### src/rtl/alu_md_pkg.sv
// Shared encodings for the iterative multiply/divide unit.
package alu_md_pkg;

    typedef enum logic [2:0] {
        MD_NONE  = 3'b000,
        MD_MULT  = 3'b001,
        MD_MULTU = 3'b010,
        MD_DIV   = 3'b011,
        MD_DIVU  = 3'b100,
        MD_MTHI  = 3'b101,
        MD_MTLO  = 3'b110
    } md_op_e;

    typedef enum logic {
        ST_IDLE = 1'b0,
        ST_CALC = 1'b1
    } state_e;

endpackage

### src/rtl/alu_md_if.sv
// Request/response bundle between the EX stage and the multiply/divide unit.
interface alu_md_if #(
    parameter int unsigned WIDTH = 32
);
    logic             flush;
    logic             start;
    logic [2:0]       md_op;
    logic [WIDTH-1:0] a;
    logic [WIDTH-1:0] b;
    logic             busy;
    logic             done;
    logic [WIDTH-1:0] hi;
    logic [WIDTH-1:0] lo;

    modport master (
        output flush, start, md_op, a, b,
        input  busy, done, hi, lo
    );

    modport slave (
        input  flush, start, md_op, a, b,
        output busy, done, hi, lo
    );
endinterface

### src/rtl/alu_md_sign_fix.sv
// Final-write sign correction: 2*WIDTH product negation, or independent
// quotient/remainder negation for divides.
module md_sign_fix #(
    parameter int unsigned WIDTH = 32
) (
    input  logic               is_div,
    input  logic               neg_prod,
    input  logic               neg_quo,
    input  logic               neg_rem,
    input  logic [2*WIDTH-1:0] raw,
    output logic [WIDTH-1:0]   hi,
    output logic [WIDTH-1:0]   lo
);
    logic [2*WIDTH-1:0] prod_neg;
    logic [WIDTH-1:0]   quo;
    logic [WIDTH-1:0]   rem;

    // Select corrected HI/LO from the raw magnitude result.
    always_comb begin
        prod_neg = -raw;
        quo      = raw[WIDTH-1:0];
        rem      = raw[2*WIDTH-1:WIDTH];
        hi       = raw[2*WIDTH-1:WIDTH];
        lo       = raw[WIDTH-1:0];
        if (is_div) begin
            lo = neg_quo ? -quo : quo;
            hi = neg_rem ? -rem : rem;
        end else if (neg_prod) begin
            hi = prod_neg[2*WIDTH-1:WIDTH];
            lo = prod_neg[WIDTH-1:0];
        end
    end
endmodule

### src/rtl/alu_md.sv
// Iterative multiply/divide unit with HI/LO registers: one shift-add or
// restoring-subtract step per cycle, WIDTH cycles per operation.
module alu_md
    import alu_md_pkg::*;
#(
    parameter int unsigned WIDTH = 32
) (
    input  logic     clk,
    input  logic     rst,
    alu_md_if.slave  bus
);
    localparam int unsigned   CW   = $clog2(WIDTH + 1);
    localparam logic [CW-1:0] LAST = CW'(WIDTH - 1);

    state_e             state_q, state_d;
    logic [CW-1:0]      cnt_q, cnt_d;
    logic               busy_q, busy_d;
    logic               done_q, done_d;
    logic [WIDTH-1:0]   hi_q, hi_d;
    logic [WIDTH-1:0]   lo_q, lo_d;
    // mult: {accumulator, multiplier}; div: {remainder, dividend/quotient}
    logic [2*WIDTH-1:0] work_q, work_d;
    // multiplicand or divisor magnitude
    logic [WIDTH-1:0]   opnd_q, opnd_d;
    logic               is_div_q, is_div_d;
    logic               neg_res_q, neg_res_d;
    logic               neg_rem_q, neg_rem_d;
    logic               bzero_q, bzero_d;

    logic               op_signed;
    logic               a_neg, b_neg;
    logic [WIDTH-1:0]   a_mag, b_mag;
    logic [WIDTH-1:0]   addend;
    logic [WIDTH:0]     add_sum;
    logic [WIDTH:0]     trial;
    logic [WIDTH-1:0]   sub_res;
    logic [2*WIDTH-1:0] step;
    logic [WIDTH-1:0]   fix_hi, fix_lo;

    // Operand conditioning for the accept edge: sign flags and magnitudes.
    always_comb begin
        op_signed = (bus.md_op == MD_MULT) || (bus.md_op == MD_DIV);
        a_neg     = op_signed & bus.a[WIDTH-1];
        b_neg     = op_signed & bus.b[WIDTH-1];
        a_mag     = a_neg ? -bus.a : bus.a;
        b_mag     = b_neg ? -bus.b : bus.b;
    end

    // One iteration step of the shift-add multiplier or restoring divider.
    always_comb begin
        addend  = work_q[0] ? opnd_q : {WIDTH{1'b0}};
        add_sum = {1'b0, work_q[2*WIDTH-1:WIDTH]} + {1'b0, addend};
        trial   = {work_q[2*WIDTH-1:WIDTH], work_q[WIDTH-1]};
        sub_res = trial[WIDTH-1:0] - opnd_q;
        if (is_div_q) begin
            if (trial >= {1'b0, opnd_q}) begin
                step = {sub_res, work_q[WIDTH-2:0], 1'b1};
            end else begin
                step = {trial[WIDTH-1:0], work_q[WIDTH-2:0], 1'b0};
            end
        end else begin
            step = {add_sum, work_q[WIDTH-1:1]};
        end
    end

    // Divide by zero yields remainder |a| and an all-ones quotient; the
    // remainder still takes the dividend sign (giving back a), while the
    // quotient correction is suppressed.
    md_sign_fix #(.WIDTH(WIDTH)) u_sign_fix (
        .is_div   (is_div_q),
        .neg_prod (neg_res_q),
        .neg_quo  (neg_res_q & ~bzero_q),
        .neg_rem  (neg_rem_q),
        .raw      (step),
        .hi       (fix_hi),
        .lo       (fix_lo)
    );

    // Control FSM: accept requests in IDLE, iterate in CALC, flush aborts.
    always_comb begin
        state_d   = state_q;
        cnt_d     = cnt_q;
        busy_d    = busy_q;
        done_d    = 1'b0;
        hi_d      = hi_q;
        lo_d      = lo_q;
        work_d    = work_q;
        opnd_d    = opnd_q;
        is_div_d  = is_div_q;
        neg_res_d = neg_res_q;
        neg_rem_d = neg_rem_q;
        bzero_d   = bzero_q;
        case (state_q)
            ST_IDLE: begin
                if (bus.start && !bus.flush) begin
                    case (bus.md_op)
                        MD_MTHI: hi_d = bus.a;
                        MD_MTLO: lo_d = bus.a;
                        MD_MULT, MD_MULTU, MD_DIV, MD_DIVU: begin
                            is_div_d  = (bus.md_op == MD_DIV) || (bus.md_op == MD_DIVU);
                            neg_res_d = a_neg ^ b_neg;
                            neg_rem_d = a_neg;
                            bzero_d   = (bus.b == '0);
                            if (is_div_d) begin
                                work_d = {{WIDTH{1'b0}}, a_mag};
                                opnd_d = b_mag;
                            end else begin
                                work_d = {{WIDTH{1'b0}}, b_mag};
                                opnd_d = a_mag;
                            end
                            cnt_d   = '0;
                            busy_d  = 1'b1;
                            state_d = ST_CALC;
                        end
                        default: ;
                    endcase
                end
            end
            ST_CALC: begin
                if (bus.flush) begin
                    busy_d  = 1'b0;
                    state_d = ST_IDLE;
                end else begin
                    work_d = step;
                    cnt_d  = cnt_q + CW'(1);
                    if (cnt_q == LAST) begin
                        hi_d    = fix_hi;
                        lo_d    = fix_lo;
                        done_d  = 1'b1;
                        busy_d  = 1'b0;
                        state_d = ST_IDLE;
                    end
                end
            end
            default: state_d = ST_IDLE;
        endcase
    end

    // State and datapath registers with synchronous reset.
    always_ff @(posedge clk) begin
        if (rst) begin
            state_q   <= ST_IDLE;
            cnt_q     <= '0;
            busy_q    <= 1'b0;
            done_q    <= 1'b0;
            hi_q      <= '0;
            lo_q      <= '0;
            work_q    <= '0;
            opnd_q    <= '0;
            is_div_q  <= 1'b0;
            neg_res_q <= 1'b0;
            neg_rem_q <= 1'b0;
            bzero_q   <= 1'b0;
        end else begin
            state_q   <= state_d;
            cnt_q     <= cnt_d;
            busy_q    <= busy_d;
            done_q    <= done_d;
            hi_q      <= hi_d;
            lo_q      <= lo_d;
            work_q    <= work_d;
            opnd_q    <= opnd_d;
            is_div_q  <= is_div_d;
            neg_res_q <= neg_res_d;
            neg_rem_q <= neg_rem_d;
            bzero_q   <= bzero_d;
        end
    end

    assign bus.busy = busy_q;
    assign bus.done = done_q;
    assign bus.hi   = hi_q;
    assign bus.lo   = lo_q;
endmodule

### src/flat_wrapper.sv
// flat-port wrapper written by rule: the top's interface ports become plain ports
module alu_md_flat import alu_md_pkg::*;
#(
    parameter int unsigned WIDTH = 32
)
  (clk, rst, bus_flush, bus_start, bus_md_op, bus_a, bus_b, bus_busy, bus_done, bus_hi, bus_lo);
  alu_md_if #(.WIDTH(WIDTH)) bus_i ();
  input  logic clk;
  input  logic rst;
  input wire logic [$bits(bus_i.flush)-1:0] bus_flush;
  input wire logic [$bits(bus_i.start)-1:0] bus_start;
  input wire logic [$bits(bus_i.md_op)-1:0] bus_md_op;
  input wire logic [$bits(bus_i.a)-1:0] bus_a;
  input wire logic [$bits(bus_i.b)-1:0] bus_b;
  output wire logic [$bits(bus_i.busy)-1:0] bus_busy;
  output wire logic [$bits(bus_i.done)-1:0] bus_done;
  output wire logic [$bits(bus_i.hi)-1:0] bus_hi;
  output wire logic [$bits(bus_i.lo)-1:0] bus_lo;
  assign bus_i.flush = bus_flush;
  assign bus_i.start = bus_start;
  assign bus_i.md_op = bus_md_op;
  assign bus_i.a = bus_a;
  assign bus_i.b = bus_b;
  assign bus_busy = bus_i.busy;
  assign bus_done = bus_i.done;
  assign bus_hi = bus_i.hi;
  assign bus_lo = bus_i.lo;
  alu_md #(.WIDTH(WIDTH)) u_core (.clk(clk), .rst(rst), .bus(bus_i));
endmodule
### config.mk
export PLATFORM = sky130hd
export DESIGN_NAME = alu_md_flat
export DESIGN_NICKNAME = d
export VERILOG_FILES = /design/src/rtl/alu_md_pkg.sv /design/src/rtl/alu_md_if.sv /design/src/rtl/alu_md_sign_fix.sv /design/src/rtl/alu_md.sv /design/src/flat_wrapper.sv
export SDC_FILE = /design/constraint.sdc
export NUM_CORES = 1
export LEC_CHECK = 0
export ABC_AREA = 1
export BUFFER_PORTS_ARGS = -buffer_cell sky130_fd_sc_hd__buf_4
export CAP_MARGIN = 20
export CORE_UTILIZATION = 35
export DETAILED_ROUTE_END_ITERATION = 8
export PLACE_DENSITY_LB_ADDON = 0.2
export SLEW_MARGIN = 0
export SYNTH_ARGS = -nofsm -noshare
export SYNTH_HDL_FRONTEND = slang
export SYNTH_SLANG_ARGS = --single-unit
export TNS_END_PERCENT = 100
### constraint.sdc
create_clock -name clk -period 8.8 [get_ports clk]
set_input_delay 1.32 -clock clk [delete_from_list [all_inputs] [get_ports clk]]
set_output_delay 1.32 -clock clk [all_outputs]
set_load 0.01 [all_outputs]
# After elaboration in Yosys (flattened, before gate mapping)

Index checks and enable logic that the tools add are counted.
W data, S select, Z words.

Bits in registers: 173
Input port bits: 71
Output and inout port bits: 66
Logic and storage cells: 95

Add/subtract/negate cells: 8
Magnitude comparators: 1
Equality and inequality tests: 14
Multiplexer cells: 42
Bitwise gates (word level): 6
Reduce and logical (&&, ||, !) cells: 12

Operator list:

| cell                  | count |
|---|---|
| $mux W32              | 19 |
| $mux W64              | 5 |
| $neg A32 Y32          | 4 |
| $pmux W32 S2          | 2 |
| $pmux W64 S2          | 1 |
| $neg A64 Y64          | 1 |
| $add A32 B32 Y33      | 1 |
| $ge A33 B32 Y1        | 1 |
| $logic_not A32 Y1     | 1 |
| $sub A32 B32 Y32      | 1 |
| $mux W6               | 3 |
| $pmux W6 S2           | 1 |
| $ne A2 B2 Y1 const B  | 5 |
| $eq A3 B3 Y1 const B  | 3 |
| $mux W1               | 9 |
| $reduce_and A3 Y1     | 3 |
| $reduce_and A4 Y1     | 2 |
| $add A6 B1 Y6 const B | 1 |
| $eq A3 B2 Y1 const B  | 2 |
| $eq A6 B5 Y1 const B  | 1 |
| $pmux W1 S2           | 2 |
| $reduce_or A4 Y1      | 1 |
| $and A1 B1 Y1         | 3 |
| $eq A3 B1 Y1 const B  | 1 |
| other kinds (8)       | 10 |

# Longest topological paths before layout

Gate-level depths: netlist of the first run.

Depth in word-level cells: 9
Depth in mapped cells: 30
Depth with buffers taken out: 30

# Hierarchy

Synthesis of the first run repeated with hierarchy kept, for this count alone.

Cells, all modules: 3193
Area, all modules: 18028.5 sq um

By module, submodules not included:

| module      | instances | cells each | area each (sq um) | sequential area each (sq um) |
|---|---|---|---|---|
| alu_md      | 1         | 2607       | 15184.6           | 3463.3 |
| md_sign_fix | 1         | 586        | 2844.0            | 0.0 |

# Worst setup path before layout of the first run

No wires, ideal clock.

Path type: in2reg
Start point: input port bus_b[1]
End point: register u_core.work_q[28]
Library setup time: 0.109 ns
Arrival: 3.467 ns
Data required time: 8.691 ns
Slack: 5.224 ns
Stages on the path: 17
Path buffers: 0
Path through: inv_1 ha_1 nand3_1 nor3_1 nand2_1 nor3_1 nand3_1 nor3b_1 nand4_1 nand2_1 o21ai_0 xor2_1 nand2_1 o211ai_1 nand3_1 nand2_1 inv_1

Cells in the longest elaborated chain, start to end: 6

RTL lines:

| element              | RTL line           | source |
|---|---|---|
| from (decl)          | flat_wrapper.sv:14 | `input wire logic [$bits(bus_i.b)-1:0] bus_b;` |
| $neg A32 Y32         | alu_md.sv:46       | `b_mag = b_neg ? -bus.b : bus.b;` |
| $mux W32             | alu_md.sv:46       |  |
| $mux W32             | alu_md.sv:104      | `if (is_div_d) begin` |
| $mux W64             | alu_md.sv:96       | `case (bus.md_op)` |
| $mux W64             | alu_md.sv:95       | `if (bus.start && !bus.flush) begin` |
| $pmux W64 S2         | alu_md.sv:93       | `case (state_q)` |
| to (signal assigned) | alu_md.sv:161      | `work_q <= work_d;` |
| to (decl)            | alu_md.sv:22       | `logic [2*WIDTH-1:0] work_q, work_d;` |

No other way between the ends. The select of a mux whose other input is x is not followed.
A chain may end at the register's enable or synchronous reset.

# Worst setup path after layout of the first run

Start point: register u_core.opnd_q[28]
End point: register u_core.hi_q[20] (netlist: u_core.bus.hi[20])

Cells in the longest elaborated chain, start to end: 9
Elaborated cells on any way between the ends: 11
Classes of those cells: add/sub: 2; order compare: 1; mux: 8

RTL lines:

| element                                      | RTL line                                     | source |
|---|---|---|
| from (decl)                                  | alu_md.sv:24                                 | `logic [WIDTH-1:0] opnd_q, opnd_d;` |
| from (signal assigned)                       | alu_md.sv:162                                | `opnd_q <= opnd_d;` |
| $ge A33 B32 Y1 *                             | alu_md.sv:56                                 | `if (trial >= {1'b0, opnd_q}) begin` |
| $mux W64 *                                   | alu_md.sv:56                                 |  |
| $mux W64 *                                   | alu_md.sv:55                                 | `if (is_div_q) begin` |
| $neg A64 Y64 or $neg A32 Y32 (tied branches) | alu_md_sign_fix.sv:20, alu_md_sign_fix.sv:27 |  |
| $mux W32, on equally long branches           | alu_md_sign_fix.sv:28, alu_md_sign_fix.sv:27 |  |
| $mux W32 *                                   | alu_md_sign_fix.sv:25                        | `if (is_div) begin` |
| $mux W32 *                                   | alu_md.sv:126                                | `if (cnt_q == LAST) begin` |
| $mux W32 *                                   | alu_md.sv:120                                | `if (bus.flush) begin` |
| $pmux W32 S2 *                               | alu_md.sv:93                                 |  |
| to (signal assigned)                         | alu_md.sv:159                                | `hi_q <= hi_d;` |
| to (decl)                                    | alu_md.sv:19                                 | `logic [WIDTH-1:0] hi_q, hi_d;` |

Mark *: on every way between the ends. The rest lies on a longest branch, timed or not. The select of a mux whose other input is x is not followed.

==> results of run 1 <==
==> registers in the layout, indices dropped and copies added (netlist names) <==
signal and cells:
u_core.bus.done 1, u_core.is_div_q 1, u_core.work_q 64, u_core.bus.hi 32, u_core.opnd_q 32, u_core.bzero_q 1, u_core.state_q 1, u_core.bus.busy 1
u_core.neg_res_q 1, u_core.neg_rem_q 1, u_core.cnt_q 6, u_core.bus.lo 32
==> metrics by stage <==
stage               total power, W  utilization [%]  hold WS [ns]  cells  instance area [um2]
CTS                        0.00264             39.7         0.453   4007                20600
global placement           0.00183             38.6         0.448   3975                20000
global route               0.00277             39.7         0.506   4007                20600
detailed placement         0.00182             38.6         0.443   3975                20000
finish                     0.00265             39.7         0.449   4007                20600
floorplan                  0.00152                -         0.424   3268                18500
==> metal layers <==
metal | share of wire (%) | GRT usage, % | vias to the layer above
met5 | 0.022 | 0 | -
met4 | 6.2 | 18.2 | 4
met3 | 7.8 | 5.22 | 211
met1 | 42 | 41.6 | 9977
li1 | - | - | 10600
met2 | 44 | 50.1 | 989
==> power by group <==
| group | internal, W | total, W | leakage, nW | switching [W] |
|---|---|---|---|---|
| clock network | 0.000381 | 0.000813 | 0.289 | 0.000432 |
| registers | 0.000807 | 0.000834 | 1.40 | 0.0000270 |
| logic | 0.000285 | 0.000998 | 8.99 | 0.000713 |
==> critical path: cells and delay by family (launching register included) <==
| family | cells | cell delay (ns) |
|---|---|---|
| AOI/OAI and AO/OA | 5 | 0.94 |
| adders and majority gates | 2 | 0.64 |
| DFF | 1 | 0.34 |
| and+or+nand+nor | 18 | 2.55 |
| buffers and inverters | 2 | 0.21 |
==> synthesized netlist by cell type (all sizes together) (4+ instances only) <==
cell type / count
a22oi: 29
a31oi: 12
or2: 17
inv: 495
o21bai: 4
o31ai: 4
nor2: 370
o211ai: 32
a221oi: 6
nand3b: 20
o221ai: 10
o22ai: 28
nor4: 6
nand2: 932
ha: 69
dfxtp: 173
o21ai: 233
a21boi: 4
buf: 40
and2: 4
nand3: 255
nor3: 37
nand4: 46
o32ai: 11
xor2: 84
xnor2: 18
a21oi: 226
clkbuf: 91
==> cells in the final DEF (no fill, tap or decap), types with 22 or more instances in the layout <==
cell and instances:
o21ai_0 218, dfxtp_1 171, nor3_1 32, a21oi_2 26, a22oi_1 29, nor2_1 342
inv_1 455, nand3_1 236, o22ai_1 28, nand2_1 914, a21oi_1 198, inv_2 39
xor2_1 84, buf_4 158, o211ai_1 32, nor2_2 22, ha_1 69, nand4_1 45
==> final cells by class <==
type / count / area [um2] / share of cell area (%)
clock buffer: 17 / 425 / 2.07
clock inverter: 15 / 176 / 0.857
tap: 680 / 851 / 4.13
timing repair buffer: 158 / 1190 / 5.76
multi-input combinational: 2468 / 12600 / 61.3
inverter: 496 / 1860 / 9.05
sequential: 173 / 3470 / 16.9
==> worst min-delay path by stage <==
stage	start	endpoint	cells past startpoint
6_report	u_core.cnt_q[5]$_SDFFE_PP0P_	u_core.cnt_q[5]$_SDFFE_PP0P_	1
5_1_grt	u_core.cnt_q[4]$_SDFFE_PP0P_	u_core.cnt_q[4]$_SDFFE_PP0P_	2
4_1_cts	u_core.cnt_q[5]$_SDFFE_PP0P_	u_core.cnt_q[5]$_SDFFE_PP0P_	1
3_5_place_dp	u_core.cnt_q[5]$_SDFFE_PP0P_	u_core.cnt_q[5]$_SDFFE_PP0P_	1
3_3_place_gp	u_core.cnt_q[5]$_SDFFE_PP0P_	u_core.cnt_q[5]$_SDFFE_PP0P_	1
2_1_floorplan	u_core.bzero_q$_SDFFE_PP0P_	u_core.bzero_q$_SDFFE_PP0P_	2
==> kinds of logic (layout without fill, tap and decap cells) <==
group / count (synthesis) / count (layout) / share of synthesized area [%]
xor+xnor: 102 / 102 / 4.82
flops: 173 / 173 / 18.7
fa+ha+maj: 71 / 71 / 4.87
buf+inv: 627 / 686 / 13.4
simple gates: 1689 / 1689 / 39.2
compound gates: 606 / 606 / 19.0
==> report_table.html, run 1 <==
<table>
<tr><th>Metric</th><th>Value</th></tr>
<tr><th colspan="2">Status</th></tr>
<tr><td>Run status</td><td>finished, final reports clean</td></tr>
<tr><th colspan="2">Drt</th></tr>
<tr><td>Detailed Route Iter0 Violations</td><td>2567</td></tr>
<tr><td>DRC errors left</td><td>0</td></tr>
<tr><td>Routed len/inst</td><td>21.6 um</td></tr>
<tr><td>Antenna Violating Nets Remaining</td><td>0</td></tr>
<tr><td>Total wire length after detailed routing</td><td>86400 um</td></tr>
<tr><td>Detailed-routing iteration count for the pre-antenna-repair pass</td><td>6</td></tr>
<tr><td>Overall via count from detail_route</td><td>21800</td></tr>
<tr><td>Post-DR vias/cell</td><td>5.44</td></tr>
<tr><th colspan="2">Critical path</th></tr>
<tr><td>Most used cell, CP</td><td>nand2_1</td></tr>
<tr><td>Capture instance of the worst register-to-register path</td><td>u_core.bus.hi[20]$_SDFFE_PP0P_</td></tr>
<tr><td>Start-to-end type of the worst setup path</td><td>flip-flop to flip-flop</td></tr>
<tr><td>Crit path largest cell delay</td><td>0.48 ns</td></tr>
<tr><td>Launching element type of the critical path</td><td>flip-flop</td></tr>
<tr><td>CP Capture Type</td><td>flip-flop</td></tr>
<tr><td>Library cell contributing the largest single delay on the critical path</td><td>nor2_8</td></tr>
<tr><td>Reg2reg setup slack</td><td>4.04 ns</td></tr>
<tr><td>Arrival @ worst endpoint</td><td>5.20 ns</td></tr>
<tr><td>Cells on worst reg2reg path</td><td>27</td></tr>
<tr><td>Critical path endpoint</td><td>u_core.bus.hi[20]$_SDFFE_PP0P_</td></tr>
<tr><td>Worst setup path start</td><td>u_core.opnd_q[28]$_SDFFE_PP0P_</td></tr>
<tr><td>Critical path data required time</td><td>9.24 ns</td></tr>
<tr><td>Largest fanout of any net on the critical path</td><td>34</td></tr>
<tr><td>R2r startpoint</td><td>u_core.opnd_q[28]$_SDFFE_PP0P_</td></tr>
<tr><th colspan="2">STA</th></tr>
<tr><td>Least setup slack across all paths after layout</td><td>4.04 ns</td></tr>
<tr><td>Period utilization</td><td>54.1%</td></tr>
<tr><td>Clock period minus final worst setup slack</td><td>4.76 ns</td></tr>
<tr><td>Setup repair after global routing missed its margin</td><td>no</td></tr>
<tr><td>Final number of max-transition violations</td><td>0</td></tr>
<tr><td>Setup clock skew after layout</td><td>0.0293 ns</td></tr>
<tr><td>Worst rel slew slack</td><td>21.7%</td></tr>
<tr><td>FMAX</td><td>210 MHz</td></tr>
<tr><td>Final-report hold violation count</td><td>0</td></tr>
<tr><td>Final setup TNS</td><td>0 ns</td></tr>
<tr><td>Final setup violation count</td><td>0</td></tr>
<tr><td>Slew at the pin closest to its max-slew limit</td><td>1.17 ns</td></tr>
<tr><th colspan="2">GRT</th></tr>
<tr><td>Aggregate global-route resource usage</td><td>32.1%</td></tr>
<tr><td>GR Overflow Total</td><td>0</td></tr>
<tr><td>Vias in the first global route</td><td>20100</td></tr>
<tr><td>Number of antenna violations at the first check in global routing</td><td>4</td></tr>
<tr><td>First-pass GRT wire length</td><td>128000 um</td></tr>
<tr><td>Largest net degree at the start of global routing</td><td>65</td></tr>
<tr><th colspan="2">Logic synthesis</th></tr>
<tr><td>Flip-flop and latch count after synthesis</td><td>173</td></tr>
<tr><td>Summed instance area of the synthesized netlist</td><td>18500 um2</td></tr>
<tr><td>Top-area cell type share of the netlist area</td><td>18.7%</td></tr>
<tr><td>Yosys warns</td><td>0</td></tr>
<tr><td>Synth Area per Inst</td><td>5.67 um2</td></tr>
<tr><td>Number of flops mapped to enable cells by yosys</td><td>0</td></tr>
<tr><td>Primary FF master, synth</td><td>dfxtp_1</td></tr>
<tr><td>Synthesized instance count</td><td>3268</td></tr>
<tr><td>Post-synthesis async set-or-reset flop share</td><td>0%</td></tr>
<tr><td>Post-Syn Nets</td><td>3410</td></tr>
<tr><td>Cell type with the largest total area after synthesis</td><td>dfxtp_1</td></tr>
<tr><td>Seq/Total Area, Yosys</td><td>18.7%</td></tr>
<tr><td>Distinct cell type count of the synthesized netlist</td><td>57</td></tr>
<tr><td>Biggest area contributors in the synthesized netlist</td><td>dfxtp_1 19%, nand2_1 19%, inv_1 9.3%</td></tr>
<tr><th colspan="2">Floorplanning</th></tr>
<tr><td>Vert. Die Dim</td><td>232 um</td></tr>
<tr><td>Row count</td><td>83</td></tr>
<tr><td>Die Footprint</td><td>53900 um2</td></tr>
<tr><td>Number of top-level design ports</td><td>137</td></tr>
<tr><td>Effective utilization at floorplan</td><td>35.8%</td></tr>
<tr><td>X dimension of the die</td><td>232 um</td></tr>
<tr><td>Area of the core</td><td>51800 um2</td></tr>
<tr><th colspan="2">Clocking</th></tr>
<tr><td>Buffers inserted during post-CTS setup optimization</td><td>0</td></tr>
<tr><td>Post-cts gate resize count</td><td>0</td></tr>
<tr><td>Cts bufs inserted</td><td>17</td></tr>
<tr><td>Clk_lat worst skew</td><td>0.52 ns</td></tr>
<tr><td>Cts-stage hold buffer count</td><td>0</td></tr>
<tr><td>Post-CTS clock slew at the launch and capture registers of the worst setup and hold paths</td><td>0.07 ns</td></tr>
<tr><td>Number of H-tree levels</td><td>4</td></tr>
<tr><td>CTS tree</td><td>built</td></tr>
<tr><td>TritonCTS sink count</td><td>173</td></tr>
<tr><td>Clock tree root buffer cell</td><td>clkbuf_16</td></tr>
<tr><td>Largest buffer count on any clock path</td><td>2</td></tr>
<tr><th colspan="2">Run</th></tr>
<tr><td>Max-Cap Viols</td><td>0</td></tr>
<tr><th colspan="2">Finish</th></tr>
<tr><td>Layout cells sized above 1</td><td>10.6%</td></tr>
<tr><td>Area Growth Syn to Fin</td><td>11.0%</td></tr>
<tr><td>Final antenna diode count</td><td>0</td></tr>
<tr><td># nets final</td><td>3456</td></tr>
<tr><td>Number of fill cells</td><td>5872</td></tr>
<tr><th colspan="2">Placement</th></tr>
<tr><td>Pre-CTS worst setup slack</td><td>4.18 ns</td></tr>
<tr><td>Final HPWL from detailed placement</td><td>68900 um</td></tr>
<tr><td>Placer's final routability congestion estimate</td><td>1.02</td></tr>
<tr><td>Number of buffer cells added on primary ports</td><td>136</td></tr>
<tr><th colspan="2">Pwr</th></tr>
<tr><td>Power density over the cells</td><td>128 nW/um2</td></tr>
<tr><td>Leakage power total</td><td>10.7 nW</td></tr>
<tr><td>Peak supply drop</td><td>0.000126 V</td></tr>
<tr><th colspan="2">Worst hold path</th></tr>
<tr><td>Tightest Hold Check Type</td><td>flip-flop to flip-flop</td></tr>
</table>
(Power assumes the default switching activity.)
==> inputs of run 2 (changes only) <==
==> constraint.sdc (replaced) <==
create_clock -name clk -period 3.9 [get_ports clk]
set_input_delay 0.585 -clock clk [delete_from_list [all_inputs] [get_ports clk]]
set_output_delay 0.585 -clock clk [all_outputs]
set_load 0.01 [all_outputs]
==> report_table.html, run 2 (synthesized netlist as in run 1, its figures left out) <==
<table>
<tr><th>Metric</th><th>Value</th></tr>
<tr><th colspan="2">STA</th></tr>
<tr><td>Least setup slack across all paths after layout</td><td>0.189 ns (-3.85 ns)</td></tr>
<tr><td>FMAX</td><td>269 MHz (+28%)</td></tr>
<tr><td>Period utilization</td><td>95.2% (+41 points)</td></tr>
<tr><td>Final setup violation count</td><td>0 (unchanged)</td></tr>
<tr><td>Final-report hold violation count</td><td>0 (unchanged)</td></tr>
<tr><td>Hold slack</td><td>0.398 ns (-0.0507 ns)</td></tr>
<tr><td>Slew at the pin closest to its max-slew limit</td><td>0.955 ns (-0.218 ns)</td></tr>
<tr><td>Final number of max-transition violations</td><td>0 (unchanged)</td></tr>
<tr><td>Worst rel slew slack</td><td>36.2% (+15 points)</td></tr>
<tr><td>Clock period minus final worst setup slack</td><td>3.71 ns (-1.05 ns)</td></tr>
<tr><td>Setup clock skew after layout</td><td>0.0244 ns (-0.00498 ns)</td></tr>
<tr><th colspan="2">Floorplanning</th></tr>
<tr><td>Number of top-level design ports</td><td>137 (unchanged)</td></tr>
<tr><td>Die Footprint</td><td>53900 um2 (unchanged)</td></tr>
<tr><td>Row count</td><td>83 (unchanged)</td></tr>
<tr><td>Area of the core</td><td>51800 um2 (unchanged)</td></tr>
<tr><td>X dimension of the die</td><td>232 um (unchanged)</td></tr>
<tr><td>Effective utilization at floorplan</td><td>35.8% (unchanged)</td></tr>
<tr><td>Vert. Die Dim</td><td>232 um (unchanged)</td></tr>
<tr><th colspan="2">Worst hold path</th></tr>
<tr><td>Hold_sp</td><td>bus_b[0]</td></tr>
<tr><td>Number of stages on the worst hold path</td><td>3 (+2)</td></tr>
<tr><td>Tightest Hold Check Type</td><td>primary input to flip-flop</td></tr>
<tr><td>Worst hold endpoint</td><td>u_core.opnd_q[0]$_SDFFE_PP0P_</td></tr>
<tr><th colspan="2">Pwr</th></tr>
<tr><td>Comb pwr share</td><td>42.1% (+4.4 points)</td></tr>
<tr><td>Pint</td><td>0.00367 W (+150%)</td></tr>
<tr><td>Leakage power total</td><td>12.1 nW (+13%)</td></tr>
<tr><td>Power density over the cells</td><td>274 nW/um2 (+110%)</td></tr>
<tr><td>Switching share of power</td><td>42.5% (-1.8 points)</td></tr>
<tr><td>Sw power</td><td>0.00272 W (+130%)</td></tr>
<tr><td>Clk network pwr share</td><td>28.6% (-2.1 points)</td></tr>
<tr><td>Proportion of power drawn by flip-flops and latches</td><td>29.3% (-2.2 points)</td></tr>
<tr><td>Peak supply drop</td><td>0.000343 V (+170%)</td></tr>
<tr><th colspan="2">Clocking</th></tr>
<tr><td>TritonCTS sink count</td><td>173 (unchanged)</td></tr>
<tr><td>Clock tree root buffer cell</td><td>clkbuf_16</td></tr>
<tr><td>Clk_lat worst skew</td><td>0.51 ns (about the same)</td></tr>
<tr><td>Post-CTS clock slew at the launch and capture registers of the worst setup and hold paths</td><td>0.09 ns (+0.02 ns)</td></tr>
<tr><td>Number of H-tree levels</td><td>4 (unchanged)</td></tr>
<tr><td>Cts bufs inserted</td><td>17 (unchanged)</td></tr>
<tr><td>Cts-stage hold buffer count</td><td>0 (unchanged)</td></tr>
<tr><td>Largest buffer count on any clock path</td><td>2 (unchanged)</td></tr>
<tr><td>CTS tree</td><td>built</td></tr>
<tr><th colspan="2">GRT</th></tr>
<tr><td>Vias in the first global route</td><td>21100 (+4.9%)</td></tr>
<tr><td>Largest net degree at the start of global routing</td><td>128 (+97%)</td></tr>
<tr><td>Number of antenna violations at the first check in global routing</td><td>2 (-2)</td></tr>
<tr><td>Aggregate global-route resource usage</td><td>32.5% (+0.47 points)</td></tr>
<tr><td>GR Overflow Total</td><td>0 (unchanged)</td></tr>
<tr><td>First-pass GRT wire length</td><td>130000 um (+1.4%)</td></tr>
<tr><th colspan="2">Critical path</th></tr>
<tr><td>Crit path largest cell delay</td><td>0.34 ns (-0.14 ns)</td></tr>
<tr><td>Capture instance of the worst register-to-register path</td><td>u_core.bus.hi[26]$_SDFFE_PP0P_</td></tr>
<tr><td>Start-to-end type of the worst setup path</td><td>flip-flop to flip-flop</td></tr>
<tr><td>Cells on worst reg2reg path</td><td>24 (-11%)</td></tr>
<tr><td>Library cell contributing the largest single delay on the critical path</td><td>dfxtp_1</td></tr>
<tr><td>Arrival @ worst endpoint</td><td>4.15 ns (-1.05 ns)</td></tr>
<tr><td>CP Capture Type</td><td>flip-flop</td></tr>
<tr><td>Reg2reg setup slack</td><td>0.19 ns (-3.85 ns)</td></tr>
<tr><td>Family of cells with the greatest summed delay on the critical path</td><td>simple AND/OR/NAND/NOR gates</td></tr>
<tr><td>Crit path cell chain</td><td>inv_1 -&gt; ha_4 -&gt; buf_4 -&gt; nand2_1 -&gt; nor2_2 -&gt; nand2_2 -&gt; nor2_4 -&gt; nand2_4 -&gt; buf_12 -&gt; nand2_8 -&gt; nand2_1 -&gt; nand3_2 -&gt; nand2_1 -&gt; inv_2 -&gt; ha_1 -&gt; inv_1 -&gt; nor3_2 -&gt; nand4_1 -&gt; a21oi_2 -&gt; a21boi_4 -&gt; nand2_1 -&gt; nand3_1 -&gt; nand3_1 -&gt; a21oi_1</td></tr>
<tr><td>WP buf/inv</td><td>5 (+3)</td></tr>
<tr><td>Launching element type of the critical path</td><td>flip-flop</td></tr>
<tr><td>R2r startpoint</td><td>u_core.opnd_q[17]$_SDFFE_PP0P_</td></tr>
<tr><td>Largest fanout of any net on the critical path</td><td>33 (-2.9%)</td></tr>
<tr><td>Critical path data required time</td><td>4.34 ns (-4.90 ns)</td></tr>
<tr><td>Most used cell, CP</td><td>nand2_1</td></tr>
<tr><th colspan="2">Drt</th></tr>
<tr><td>Total wire length after detailed routing</td><td>88800 um (+2.9%)</td></tr>
<tr><td>Detailed-routing iteration count for the pre-antenna-repair pass</td><td>7 (+1)</td></tr>
<tr><td>Overall via count from detail_route</td><td>23000 (+5.4%)</td></tr>
<tr><td>DRC errors left</td><td>0 (unchanged)</td></tr>
<tr><td>Detailed Route Iter0 Violations</td><td>2431 (-5.3%)</td></tr>
<tr><td>Post-DR vias/cell</td><td>5.39 (-1.0%)</td></tr>
<tr><td>Routed len/inst</td><td>20.8 um (-3.4%)</td></tr>
<tr><td>Antenna Violating Nets Remaining</td><td>0 (unchanged)</td></tr>
<tr><th colspan="2">Finish</th></tr>
<tr><td>Reg with most FFs</td><td>u_core.work_q</td></tr>
<tr><td># nets final</td><td>3714 (+7.5%)</td></tr>
<tr><td>Final std cells w/o fill</td><td>4266 (+6.5%)</td></tr>
<tr><td>Flip-flop count of the largest register after layout</td><td>64 (unchanged)</td></tr>
<tr><td>Summed area of non-filler cells in the final layout</td><td>23300 um2 (+13%)</td></tr>
<tr><td>Highest-count cells in the layout ignoring fill and taps</td><td>880 x nand2_1, 443 x inv_1, 410 x buf_4</td></tr>
<tr><td>Leading cell type in the layout, fill and taps excluded</td><td>nand2_1</td></tr>
<tr><td>Final cell utilization of the core</td><td>45.0% (+5.3 points)</td></tr>
<tr><td>Area Growth Syn to Fin</td><td>25.8%</td></tr>
<tr><td>Layout cells sized above 1</td><td>20.7% (+10 points)</td></tr>
<tr><th colspan="2">Placement</th></tr>
<tr><td>Final HPWL from detailed placement</td><td>71900 um (+4.4%)</td></tr>
<tr><td>Number of placed instances with taps included</td><td>4220 (+6.2%)</td></tr>
<tr><td>Cell area reported after detailed placement</td><td>21900 um2 (+9.4%)</td></tr>
<tr><td>Placer's final routability congestion estimate</td><td>1.05 (+3.2%)</td></tr>
<tr><td>Pre-CTS worst setup slack</td><td>-0.0674 ns (-4.25 ns)</td></tr>
<tr><td>Number of buffer cells added on primary ports</td><td>136 (unchanged)</td></tr>
<tr><th colspan="2">Run</th></tr>
<tr><td>Max-Cap Viols</td><td>0 (unchanged)</td></tr>
<tr><th colspan="2">Status</th></tr>
<tr><td>Run status</td><td>finished, final reports clean</td></tr>
</table>
[run 2: cell count changes in the layout (fill, tap and decap cells not counted), sizes merged]
cell / change
buf: +258
clkinv: -5
inv: +3
bufinv: +1
clkinvlp: +1
diode: +1
[run 2: layer usage]
metal  up-vias  GRT usage [%]  share of wire (%)
met3       221           4.17                7.4
met4         0           21.3                7.3
li1      11200              -                  -
met2      1044           50.7                 44
met1     10500           42.0                 42
met5         -              0                  0
[run 2: power by group through the flow]
stage                     Sequential (W)  Combinational, W  Clock, W
after floorplan                  0.00190           0.00154         0
after global placement           0.00191           0.00246         0
after detailed placement         0.00191           0.00247         0
after CTS                        0.00187           0.00248   0.00184
after global routing             0.00188           0.00290   0.00191
final                            0.00187           0.00269   0.00182
[run 2: worst register-to-register path, cell delays in order, from the launching register on]
cell	delay, ns
dfxtp_1	0.34
inv_1	0.08
ha_4	0.28
buf_4	0.13
nand2_1	0.09
nor2_2	0.17
nand2_2	0.10
nor2_4	0.15
nand2_4	0.10
buf_12	0.19
nand2_8	0.13
nand2_1	0.08
nand3_2	0.10
nand2_1	0.09
inv_2	0.07
ha_1	0.17
inv_1	0.07
nor3_2	0.17
nand4_1	0.14
a21oi_2	0.25
a21boi_4	0.25
nand2_1	0.09
nand3_1	0.07
nand3_1	0.12
a21oi_1	0.19
[run 2: area by class of cell]
cell class / count / area [um2]
antenna: 1 / 2.50
multi-input combinational: 2468 / 13300
tap: 680 / 851
clock buffer: 17 / 425
inverter: 496 / 1860
sequential: 173 / 3500
clock inverter: 15 / 169
fill: 5628 / 28500
timing repair buffer: 416 / 3190
[run 2: worst max-delay path by stage]
stage / from / end / slack [ns] / depth (start not counted)
after floorplan: u_core.opnd_q[28]$_SDFFE_PP0P_ / u_core.bus.hi[28]$_SDFFE_PP0P_ / 0.43 / 26
after global placement: u_core.opnd_q[20]$_SDFFE_PP0P_ / u_core.bus.hi[31]$_SDFFE_PP0P_ / 0.02 / 24
after detailed placement: u_core.opnd_q[20]$_SDFFE_PP0P_ / u_core.bus.hi[30]$_SDFFE_PP0P_ / -0.07 / 25
after CTS: u_core.opnd_q[28]$_SDFFE_PP0P_ / u_core.bus.hi[28]$_SDFFE_PP0P_ / -0.008 / 26
after global routing: u_core.opnd_q[17]$_SDFFE_PP0P_ / u_core.bus.hi[30]$_SDFFE_PP0P_ / -0.04 / 25
final: u_core.opnd_q[17]$_SDFFE_PP0P_ / u_core.bus.hi[26]$_SDFFE_PP0P_ / 0.19 / 24
[run 2: through the flow]
stage          total power, W  setup TNS, ns
2_1_floorplan         0.00344              0
3_3_place_gp          0.00437              0
5_1_grt               0.00669        -0.0689
4_1_cts               0.00619        -0.0106
6_report              0.00639              0
3_5_place_dp          0.00438         -0.229
[run 2: what timing repair did]
item,in CTS,in global routing
resized for setup,5,158
setup buffers,0,13
pin swaps,0,42
hold endpoints to repair,0,0
endpoints found under the setup margin,12,41
